--- src/rtl/cmp_pkg.sv ---
// Shared types for the comparator result path.
// Relation encoding and run-counter width.
package cmp_pkg;

  typedef enum logic [1:0] {
    CMP_EQ = 2'b00,
    CMP_GT = 2'b01,
    CMP_LT = 2'b10
  } cmp_rel_t;

  localparam int CMP_RUN_W = 8;

  // {gt, lt, eq}
  function automatic logic [2:0] rel_onehot(cmp_rel_t r);
    logic [2:0] o;
    o = 3'b001;
    unique case (1'b1)
      (r == CMP_GT): o = 3'b100;
      (r == CMP_LT): o = 3'b010;
      default:       o = 3'b001;
    endcase
    return o;
  endfunction

endpackage

--- src/rtl/cmp_result_filter_sat_counter.sv ---
// Saturating up-counter for committed transitions.
// clr has priority over inc; holds at all-ones.
module sat_counter #(
  parameter int W = 16
) (
  input  logic         clk,
  input  logic         rst_n,
  input  logic         inc,
  input  logic         clr,
  output logic [W-1:0] q
);

  always_ff @(posedge clk or negedge rst_n) begin
    if (!rst_n) begin
      q <= '0;
    end else if (clr) begin
      q <= '0;
    end else if (inc && (q != {W{1'b1}})) begin
      q <= q + 1'b1;
    end
  end

endmodule

--- src/rtl/cmp_result_filter.sv ---
// Debounce filter on comparator agb/alb/aeb flags.
// CMP_FILTER_ERR_EN: enables illegal-sample detection and onehot_err.
module cmp_result_filter
  import cmp_pkg::*;
#(
  parameter int DEBOUNCE = 4,
  parameter int CNT_W    = 16
) (
  input  logic             clk,
  input  logic             rst_n,
  input  logic             in_valid,
  input  logic             agb,
  input  logic             alb,
  input  logic             aeb,
  input  logic             clr,
  output logic             f_gt,
  output logic             f_lt,
  output logic             f_eq,
  output logic             change,
  output logic [CNT_W-1:0] gt_cnt,
  output logic [CNT_W-1:0] lt_cnt,
  output logic [CNT_W-1:0] eq_cnt,
  output logic             onehot_err
);

  localparam cmp_rel_t S_EQ = CMP_EQ;
  localparam cmp_rel_t S_GT = CMP_GT;
  localparam cmp_rel_t S_LT = CMP_LT;

  localparam logic [CMP_RUN_W-1:0] RUN_ONE = CMP_RUN_W'(1);
  localparam logic [CMP_RUN_W-1:0] RUN_END = CMP_RUN_W'(DEBOUNCE);

  cmp_rel_t             state_q, state_n;
  cmp_rel_t             cand_q, cand_n;
  cmp_rel_t             samp;
  logic [CMP_RUN_W-1:0] run_q, run_n;
  logic                 legal;
  logic                 commit;

  always_comb begin
    samp = agb ? S_GT : (alb ? S_LT : S_EQ);
`ifdef CMP_FILTER_ERR_EN
    legal = $onehot({agb, alb, aeb});
`else
    legal = 1'b1;
`endif
  end

  always_comb begin
    state_n = state_q;
    cand_n  = cand_q;
    run_n   = run_q;
    commit  = 1'b0;
    if (in_valid) begin
      if (!legal) begin
        run_n = '0;
      end else if (samp == state_q) begin
        run_n = '0;
      end else begin
        if (samp == cand_q) begin
          run_n = run_q + 1'b1;
        end else begin
          cand_n = samp;
          run_n  = RUN_ONE;
        end
        if (run_n == RUN_END) begin
          commit  = 1'b1;
          state_n = cand_n;
          run_n   = '0;
        end
      end
    end
  end

  always_ff @(posedge clk or negedge rst_n) begin
    if (!rst_n) begin
      state_q <= S_EQ;
      cand_q  <= CMP_EQ;
      run_q   <= '0;
      f_gt    <= 1'b0;
      f_lt    <= 1'b0;
      f_eq    <= 1'b1;
      change  <= 1'b0;
    end else begin
      state_q              <= state_n;
      cand_q               <= cand_n;
      run_q                <= run_n;
      {f_gt, f_lt, f_eq}   <= rel_onehot(state_n);
      change               <= commit;
    end
  end

  sat_counter #(.W(CNT_W)) u_gt_cnt (
    .clk  (clk),
    .rst_n(rst_n),
    .inc  (commit && (state_n == S_GT)),
    .clr  (clr),
    .q    (gt_cnt)
  );

  sat_counter #(.W(CNT_W)) u_lt_cnt (
    .clk  (clk),
    .rst_n(rst_n),
    .inc  (commit && (state_n == S_LT)),
    .clr  (clr),
    .q    (lt_cnt)
  );

  sat_counter #(.W(CNT_W)) u_eq_cnt (
    .clk  (clk),
    .rst_n(rst_n),
    .inc  (commit && (state_n == S_EQ)),
    .clr  (clr),
    .q    (eq_cnt)
  );

`ifdef CMP_FILTER_ERR_EN
  always_ff @(posedge clk or negedge rst_n) begin
    if (!rst_n) begin
      onehot_err <= 1'b0;
    end else if (clr) begin
      onehot_err <= 1'b0;
    end else if (in_valid && !legal) begin
      onehot_err <= 1'b1;
    end
  end
`else
  logic unused_aeb;
  assign unused_aeb = aeb;
  assign onehot_err = 1'b0;
`endif

endmodule

--- config.mk ---
export PLATFORM = sky130hd
export DESIGN_NAME = cmp_result_filter
export DESIGN_NICKNAME = d
export VERILOG_FILES = /design/src/rtl/cmp_pkg.sv /design/src/rtl/cmp_result_filter_sat_counter.sv /design/src/rtl/cmp_result_filter.sv
export SDC_FILE = /design/constraint.sdc
export NUM_CORES = 1
export LEC_CHECK = 0
export CORE_UTILIZATION = 55
export CTS_BUF_LIST = sky130_fd_sc_hd__clkbuf_4 sky130_fd_sc_hd__clkbuf_8
export CTS_CLUSTER_SIZE = 16
export DETAILED_ROUTE_END_ITERATION = 7
export MAX_ROUTING_LAYER = met4
export PLACE_DENSITY = 0.92
export SETUP_SLACK_MARGIN = 0.2
export SLEW_MARGIN = 0
export SYNTH_ARGS = -nofsm -noshare
export SYNTH_HDL_FRONTEND = slang
export SYNTH_SLANG_ARGS = --single-unit
export TNS_END_PERCENT = 100
--- constraint.sdc ---
create_clock -name clk -period 4.5 [get_ports clk]
set_input_delay 0.45 -clock clk [delete_from_list [all_inputs] [get_ports clk]]
set_output_delay 0.45 -clock clk [all_outputs]
set_load 0.02 [all_outputs]
==> results of run 1 <==
cells in the final DEF (no fill, tap or decap), types with 16 or more instances in the layout:
master,n
dfrtp_1,63
nor2_1,23
clkdlybuf4s50_1,56
nand4_1,16
o21ai_0,25
nand3_1,23
nand2_1,28
or3_1,21
a21oi_1,34
logic make-up after synthesis:
logic type,count (synthesis),synth area share
AO/OA/AOI/OAI,88,0.151
XOR/XNOR,16,0.0404
adder cells (fa/ha/maj),7,0.0253
buffers and inverters,29,0.0383
flip-flops,64,0.463
multiplexers,8,0.0249
other,1,0.00108
AND/OR/NAND/NOR,160,0.256
metal layers:
metal  part of all wire  vias to the layer above
met1               0.44                     1524
met5                  0                        -
met2               0.48                      119
li1                   -                     1503
met4              0.022                        0
met3              0.060                       22
registers in the layout, indices dropped and copies added (netlist names):
| signal | flops |
|---|---|
| f_gt | 1 |
| state_q | 2 |
| u_gt_cnt.q | 16 |
| run_q | 8 |
| u_eq_cnt.q | 16 |
| f_eq | 1 |
| u_lt_cnt.q | 16 |
| change | 1 |
| cand_q | 2 |
| f_lt | 1 |
how the worst max path moves through the flow:
stage               startpoint                         end  slack, ps  depth (start not counted)
global placement           agb  u_lt_cnt.q[15]$_DFFE_PN0P_        470                         14
finish                     agb  u_lt_cnt.q[15]$_DFFE_PN0P_        580                         14
detailed placement         agb   u_gt_cnt.q[9]$_DFFE_PN0P_        280                         13
global route               agb   u_lt_cnt.q[7]$_DFFE_PN0P_        270                         14
floorplan                  agb  u_lt_cnt.q[15]$_DFFE_PN0P_        990                         14
CTS                        agb  u_lt_cnt.q[15]$_DFFE_PN0P_        560                         14
layout make-up:
type                       instances  area share
clock inverter                     5      0.0236
inverter                          13      0.0112
sequential                        64       0.369
clock buffer                      11      0.0348
multi-input combinational        280       0.398
timing repair buffer              64       0.142
tap                               75      0.0216
synthesized netlist by cell type, drive strengths merged (3+ instances only):
cell type	n
dfrtp	63
a21oi	35
nand2	29
o21ai	25
nand3	24
nor2	23
or3	21
nand4	18
inv	13
xor2	13
or4	12
o31ai	11
buf	8
clkbuf	8
ha	7
and3	6
mux2	5
nand2b	5
nor3	5
nor4	5
and4	4
mux2i	3
nor2b	3
o22ai	3
xnor2	3
power by group through the flow:
| stage | registers, mW | clock network, mW | logic (mW) |
|---|---|---|---|
| finish | 0.601 | 0.622 | 0.107 |
| global route | 0.602 | 0.649 | 0.118 |
| CTS | 0.600 | 0.627 | 0.107 |
| detailed placement | 0.611 | 0 | 0.105 |
| global placement | 0.610 | 0 | 0.103 |
| floorplan | 0.615 | 0 | 0.0554 |
critical path, stage by stage:
cell	delay, ps
clkdlybuf4s50_1	570
or4_1	590
o211ai_2	110
and4_1	250
a21boi_1	230
nand2_1	130
mux2i_1	270
ha_1	300
inv_1	60
a31oi_1	300
buf_4	210
nand3_1	120
or4_1	420
a21oi_1	140
stage by stage:
step / setup slack, ps / std cells / hold slack (ps) / util
2_1_floorplan: 994 / 373 / 154 / -
3_3_place_gp: 469 / 496 / 519 / 0.683
3_5_place_dp: 279 / 496 / 537 / 0.683
4_1_cts: 557 / 512 / 313 / 0.726
5_1_grt: 269 / 512 / 345 / 0.726
6_report: 583 / 512 / 267 / 0.726
repair_timing:
item / CTS / global route
setup endpoints to repair: 0 / 3
hold buffers: 0 / 0
gates resized for setup: 0 / 1
==> results.py, run 1 <==
metrics = {
    "grt": {
        "globalRouteMet3Util": 0.0494,
        "grt_max_degree": 65,
        "grt_pass1_vias": 2869,
        "track_usage": 0.276,
        "top_usage_layer": "met2",
        "overflow": 0,
        "antenna_found_initial": 0,
        "grtUsageMet2": 0.428,
        "met1_usage": 0.356,
        "grt_pass1_wl_um": 13500,
    },
    "min_path": {
        "min_path_type": "input port to async pin",
    },
    "clocking": {
        "insertion_delay_ps": 340,
        "clk_pin_slew_ps": 70,
        "post_cts_buffers": 0,
        "htree_num_levels": 3,
        "root_buffer": "clkbuf_8",
        "cts_tree": "built",
        "clock_path_buffers": 2,
        "cts_buffers": 9,
        "cts.sinks": 64,
    },
    "floorplanning": {
        "core-area_um2": 5990,
        "die_w_um": 81.4,
        "start_util": 0.578,
        "fp-row-count": 28,
        "io_pins": 60,
        "die_h_um": 81.4,
        "die_area_um2": 6620,
    },
    "timing": {
        "slew_violations": 0,
        "period_needed_ps": 3920,
        "fmax_ghz": 0.255,
        "slew-limit-headroom": 0.209,
        "grt_setup_unrepaired": "false",
        "finalSetupTns_ps": 0,
        "tightest_slew_ps": 1180,
        "period_share": 0.870,
        "finClkSkew_ps": 10.7,
        "setup_violations": 0,
        "hold_viol": 0,
    },
    "yosys": {
        "synth_ff_type": "dfrtp_1",
        "synth_edf_count": 0,
        "synth_seq_cells": 64,
        "async_reset_ff_frac": 1.00,
        "ys_seq_area_frac": 0.463,
        "synth_nets": 387,
        "synthDistinctLibCells": 48,
        "synth_top_area_cell": "dfrtp_1",
        "yosys-top-cells-area": "dfrtp_1, a21oi_1, or3_1",
        "netlist_instances": 373,
        "syn_avg_cell_area_um2": 9.29,
        "ys_warn_count": 0,
        "syn-cell-area_um2": 3460,
        "yosysTopAreaCellShare": 0.455,
    },
    "worst_setup_path": {
        "endpoint_kind": "flip-flop",
        "criticalPathCategory": "input port to flip-flop",
        "arrival_ps": 4160,
        "worstRegToRegCells": 13,
        "r2r-start": "cand_q[1]$_DFFE_PN0P_",
        "r2r-end": "u_lt_cnt.q[15]$_DFFE_PN0P_",
        "crit_fanout": 9,
        "cp-start-kind": "input port",
        "rrSetupSlack_ps": 890,
        "cp_data_required_time_ps": 4740,
    },
    "pwr": {
        "switching_share": 0.228,
        "netSwitchingPower_mw": 0.303,
        "clockPowerShare": 0.468,
        "peakVddDrop_v": 0.000256,
        "p_int_mw": 1.03,
        "leakagePower_nw": 1.74,
        "power.total_mw": 1.33,
        "power_frac_seq": 0.452,
        "p_comb_frac": 0.080,
        "power_density_nw_per_um2": 306,
    },
    "placed_design": {
        "placed_area_um2": 4090,
        "io_buffers": 57,
        "dp_hpwl_um": 5360,
        "place_congestion": 0.862,
    },
    "cells_and_area": {
        "multiInputGateArea_um2": 1730,
        "fillers": 430,
        "area_growth_syn_to_layout_pct": 25.5,
        "seqCellArea_um2": 1600,
        "drive_above_1_share": 0.0847,
        "fin_area_um2": 4350,
        "n_antenna_cell": 0,
        "nets": 446,
    },
    "detailed_routing": {
        "initialDrtViolationCount": 319,
        "drcViolationCount": 0,
        "via_count": 3168,
        "drt-total-wl_um": 8110,
        "antenna_left": 0,
        "wl_per_cell_um": 15.8,
        "vias_per_cell": 6.19,
        "dr.pass1.iters": 7,
    },
    "status": {
        "status": "completed",
    },
    "job": {
        "maxCapViolCount": 0,
    },
}
Power figures use the tool's default switching activity.
==> run 2: changes to the inputs <==
--- a/config.mk
+++ b/config.mk
@@ -5,14 +5,15 @@
 export SDC_FILE = /design/constraint.sdc
 export NUM_CORES = 1
 export LEC_CHECK = 0
-export CORE_UTILIZATION = 55
+export CORE_UTILIZATION = 65
 export CTS_BUF_LIST = sky130_fd_sc_hd__clkbuf_4 sky130_fd_sc_hd__clkbuf_8
 export CTS_CLUSTER_SIZE = 16
 export DETAILED_ROUTE_END_ITERATION = 7
+export DONT_BUFFER_PORTS = 1
 export MAX_ROUTING_LAYER = met4
-export PLACE_DENSITY = 0.92
+export PLACE_DENSITY = 0.9
 export SETUP_SLACK_MARGIN = 0.2
-export SLEW_MARGIN = 0
+export SLEW_MARGIN = 10
 export SYNTH_ARGS = -nofsm -noshare
 export SYNTH_HDL_FRONTEND = slang
 export SYNTH_SLANG_ARGS = --single-unit
==> run 2 against run 1 <==
Against the previous run:
- sequential power increased by 1%
- worst setup slack improved by 220 ps
- flip-flop and latch count unchanged
- die area decreased by 15%
- total power decreased by 10%
- critical path type is now flip-flop to flip-flop
- critical endpoint unchanged
- largest cell class unchanged
- largest power group is now sequential cells
==> results.py, run 2 (synthesis results as in run 1) <==
metrics = {
    "status": {
        "status": "completed",
    },
    "cells_and_area": {
        "fillers": 378,
        "reg_top3": "u_eq_cnt.q (16), u_gt_cnt.q (16), u_lt_cnt.q (16)",
        "area_growth_syn_to_layout_pct": 8.02,
        "n_antenna_cell": 0,
        "layout_common_cells": "dfrtp_1, a21oi_1, nand2_1, o21ai_0",
        "fin_cells": 449,
        "layout_commonest_cell": "dfrtp_1",
        "nets": 388,
        "drive_above_1_share": 0.0897,
    },
    "worst_setup_path": {
        "crit_top_cell": "or4_1",
        "endpoint_kind": "flip-flop",
        "cp_slowest_cell": "or4_1",
        "cp.depth": 12,
        "crit_end": "u_lt_cnt.q[15]$_DFFE_PN0P_",
        "cp-start-kind": "flip-flop",
        "path_cells": "or4_1, o211ai_2, and4_1, a21boi_0, nand2_1, mux2i_1, ha_1, inv_1, a31oi_1, nand3_1, or4_1, a21oi_1",
        "rrSetupSlack_ps": 800,
        "crit_fanout": 8,
        "crit_start": "cand_q[1]$_DFFE_PN0P_",
        "cpPeakStageDelay_ps": 560,
        "worstRegToRegCells": 12,
        "crit_buf_inv": 1,
        "r2r-start": "cand_q[1]$_DFFE_PN0P_",
        "arrival_ps": 3970,
        "cp_data_required_time_ps": 4770,
        "r2r-end": "u_lt_cnt.q[15]$_DFFE_PN0P_",
        "criticalPathCategory": "flip-flop to flip-flop",
        "critical_path.top_delay_family": "simple AND/OR/NAND/NOR gates",
    },
    "pwr": {
        "netSwitchingPower_mw": 0.279,
        "clockPowerShare": 0.425,
        "p_comb_frac": 0.067,
        "p_int_mw": 0.916,
        "power_frac_seq": 0.508,
        "peakVddDrop_v": 0.000268,
        "leakagePower_nw": 1.53,
        "switching_share": 0.233,
        "power_density_nw_per_um2": 319,
    },
    "job": {
        "maxCapViolCount": 0,
    },
    "grt": {
        "track_usage": 0.274,
        "antenna_found_initial": 0,
        "grt_pass1_wl_um": 11100,
        "overflow": 0,
        "grt_pass1_vias": 2453,
        "grt_max_degree": 65,
    },
    "placed_design": {
        "place_congestion": 0.820,
        "dp_hpwl_um": 4810,
        "placed_cells": 431,
        "pre_cts_ws_ps": 871,
        "io_buffers": 0,
    },
    "detailed_routing": {
        "vias_per_cell": 6.42,
        "via_count": 2883,
        "dr.pass1.iters": 4,
        "drcViolationCount": 0,
        "initialDrtViolationCount": 212,
        "drt-total-wl_um": 7140,
        "antenna_left": 0,
        "wl_per_cell_um": 15.9,
    },
    "timing": {
        "grt_setup_unrepaired": "false",
        "finClkSkew_ps": 9.52,
        "hold_viol": 0,
        "setup_slack_ps": 800,
        "setup_violations": 0,
        "slew_violations": 0,
        "slew-limit-headroom": 0.533,
        "holdWs_ps": 166,
        "period_needed_ps": 3700,
        "finalSetupTns_ps": 0,
        "fmax_ghz": 0.270,
        "tightest_slew_ps": 697,
        "period_share": 0.822,
    },
    "floorplanning": {
        "die_h_um": 75.0,
        "fp-row-count": 26,
        "core-area_um2": 5110,
        "io_pins": 60,
        "start_util": 0.678,
        "die_w_um": 75.0,
        "die_area_um2": 5630,
    },
    "clocking": {
        "cts_tree": "built",
        "post_cts_buffers": 0,
        "insertion_delay_ps": 340,
        "clk_pin_slew_ps": 70,
        "cts.sinks": 64,
        "cts_buffers": 9,
        "root_buffer": "clkbuf_8",
        "htree_num_levels": 3,
        "clock_path_buffers": 2,
    },
    "min_path": {
        "min_path_type": "input port to flip-flop",
    },
}
[run 2: cell count changes in the layout (fill, tap and decap cells not counted), sizes merged, moves of 2 or more]
cell           delta
buf               -3
clkbuf            +2
bufinv            -2
clkdlybuf4s50    -56
[run 2: final cells by class]
cell class | count | area, um2 | share of cell area
clock buffer | 13 | 166 | 0.0445
clock inverter | 3 | 40.0 | 0.0107
inverter | 13 | 48.8 | 0.0130
multi-input combinational | 280 | 1730 | 0.462
sequential | 64 | 1600 | 0.428
tap | 70 | 87.6 | 0.0234
timing repair buffer | 6 | 67.6 | 0.0181
[run 2: worst min-delay path by stage]
stage / start / endpoint / slack (ps) / depth (start not counted)
6_report: clr / u_eq_cnt.q[9]$_DFFE_PN0P_ / 170 / 1
3_5_place_dp: rst_n / run_q[4]$_DFFE_PN0P_ / 160 / 0
4_1_cts: clr / u_eq_cnt.q[2]$_DFFE_PN0P_ / 150 / 1
2_1_floorplan: rst_n / cand_q[0]$_DFFE_PN0P_ / 150 / 0
3_3_place_gp: rst_n / run_q[4]$_DFFE_PN0P_ / 160 / 0
5_1_grt: clr / u_lt_cnt.q[10]$_DFFE_PN0P_ / 160 / 1
[run 2: power groups by stage]
stage / Clock, mW / Sequential [mW] / Combinational, mW
2_1_floorplan: 0 / 0.615 / 0.0554
3_3_place_gp: 0 / 0.617 / 0.0628
3_5_place_dp: 0 / 0.618 / 0.0649
4_1_cts: 0.520 / 0.607 / 0.0805
5_1_grt: 0.539 / 0.609 / 0.0899
6_report: 0.508 / 0.607 / 0.0797
[run 2: repair_timing]
| action | CTS | global route |
|---|---|---|
| endpoints found under the hold margin | 64 | 0 |
| endpoints found under the setup margin | 0 | 0 |
| resized for setup | 0 | 0 |
| hold buffers | 2 | 0 |
[run 2: metal layers]
metal | vias to the layer above | part of all wire | global-route usage
li1 | 1381 | - | -
met1 | 1423 | 0.45 | 0.346
met2 | 68 | 0.49 | 0.417
met3 | 11 | 0.049 | 0.0669
met4 | 0 | 0.015 | 0.126
met5 | - | 0 | -
[run 2: worst reg2reg max path, cell delays in order (launching register included)]
cell      delay, ps
dfrtp_1         420
or4_1           560
o211ai_2        110
and4_1          230
a21boi_0        250
nand2_1         140
mux2i_1         230
ha_1            270
inv_1            60
a31oi_1         530
nand3_1         230
or4_1           430
a21oi_1         160
[run 2: per-stage QoR]
step	total power, mW	area, um2	utilization
2_1_floorplan	0.670	3460	-
3_3_place_gp	0.679	3500	0.685
3_5_place_dp	0.683	3500	0.685
4_1_cts	1.21	3740	0.733
5_1_grt	1.24	3740	0.733
6_report	1.20	3740	0.733
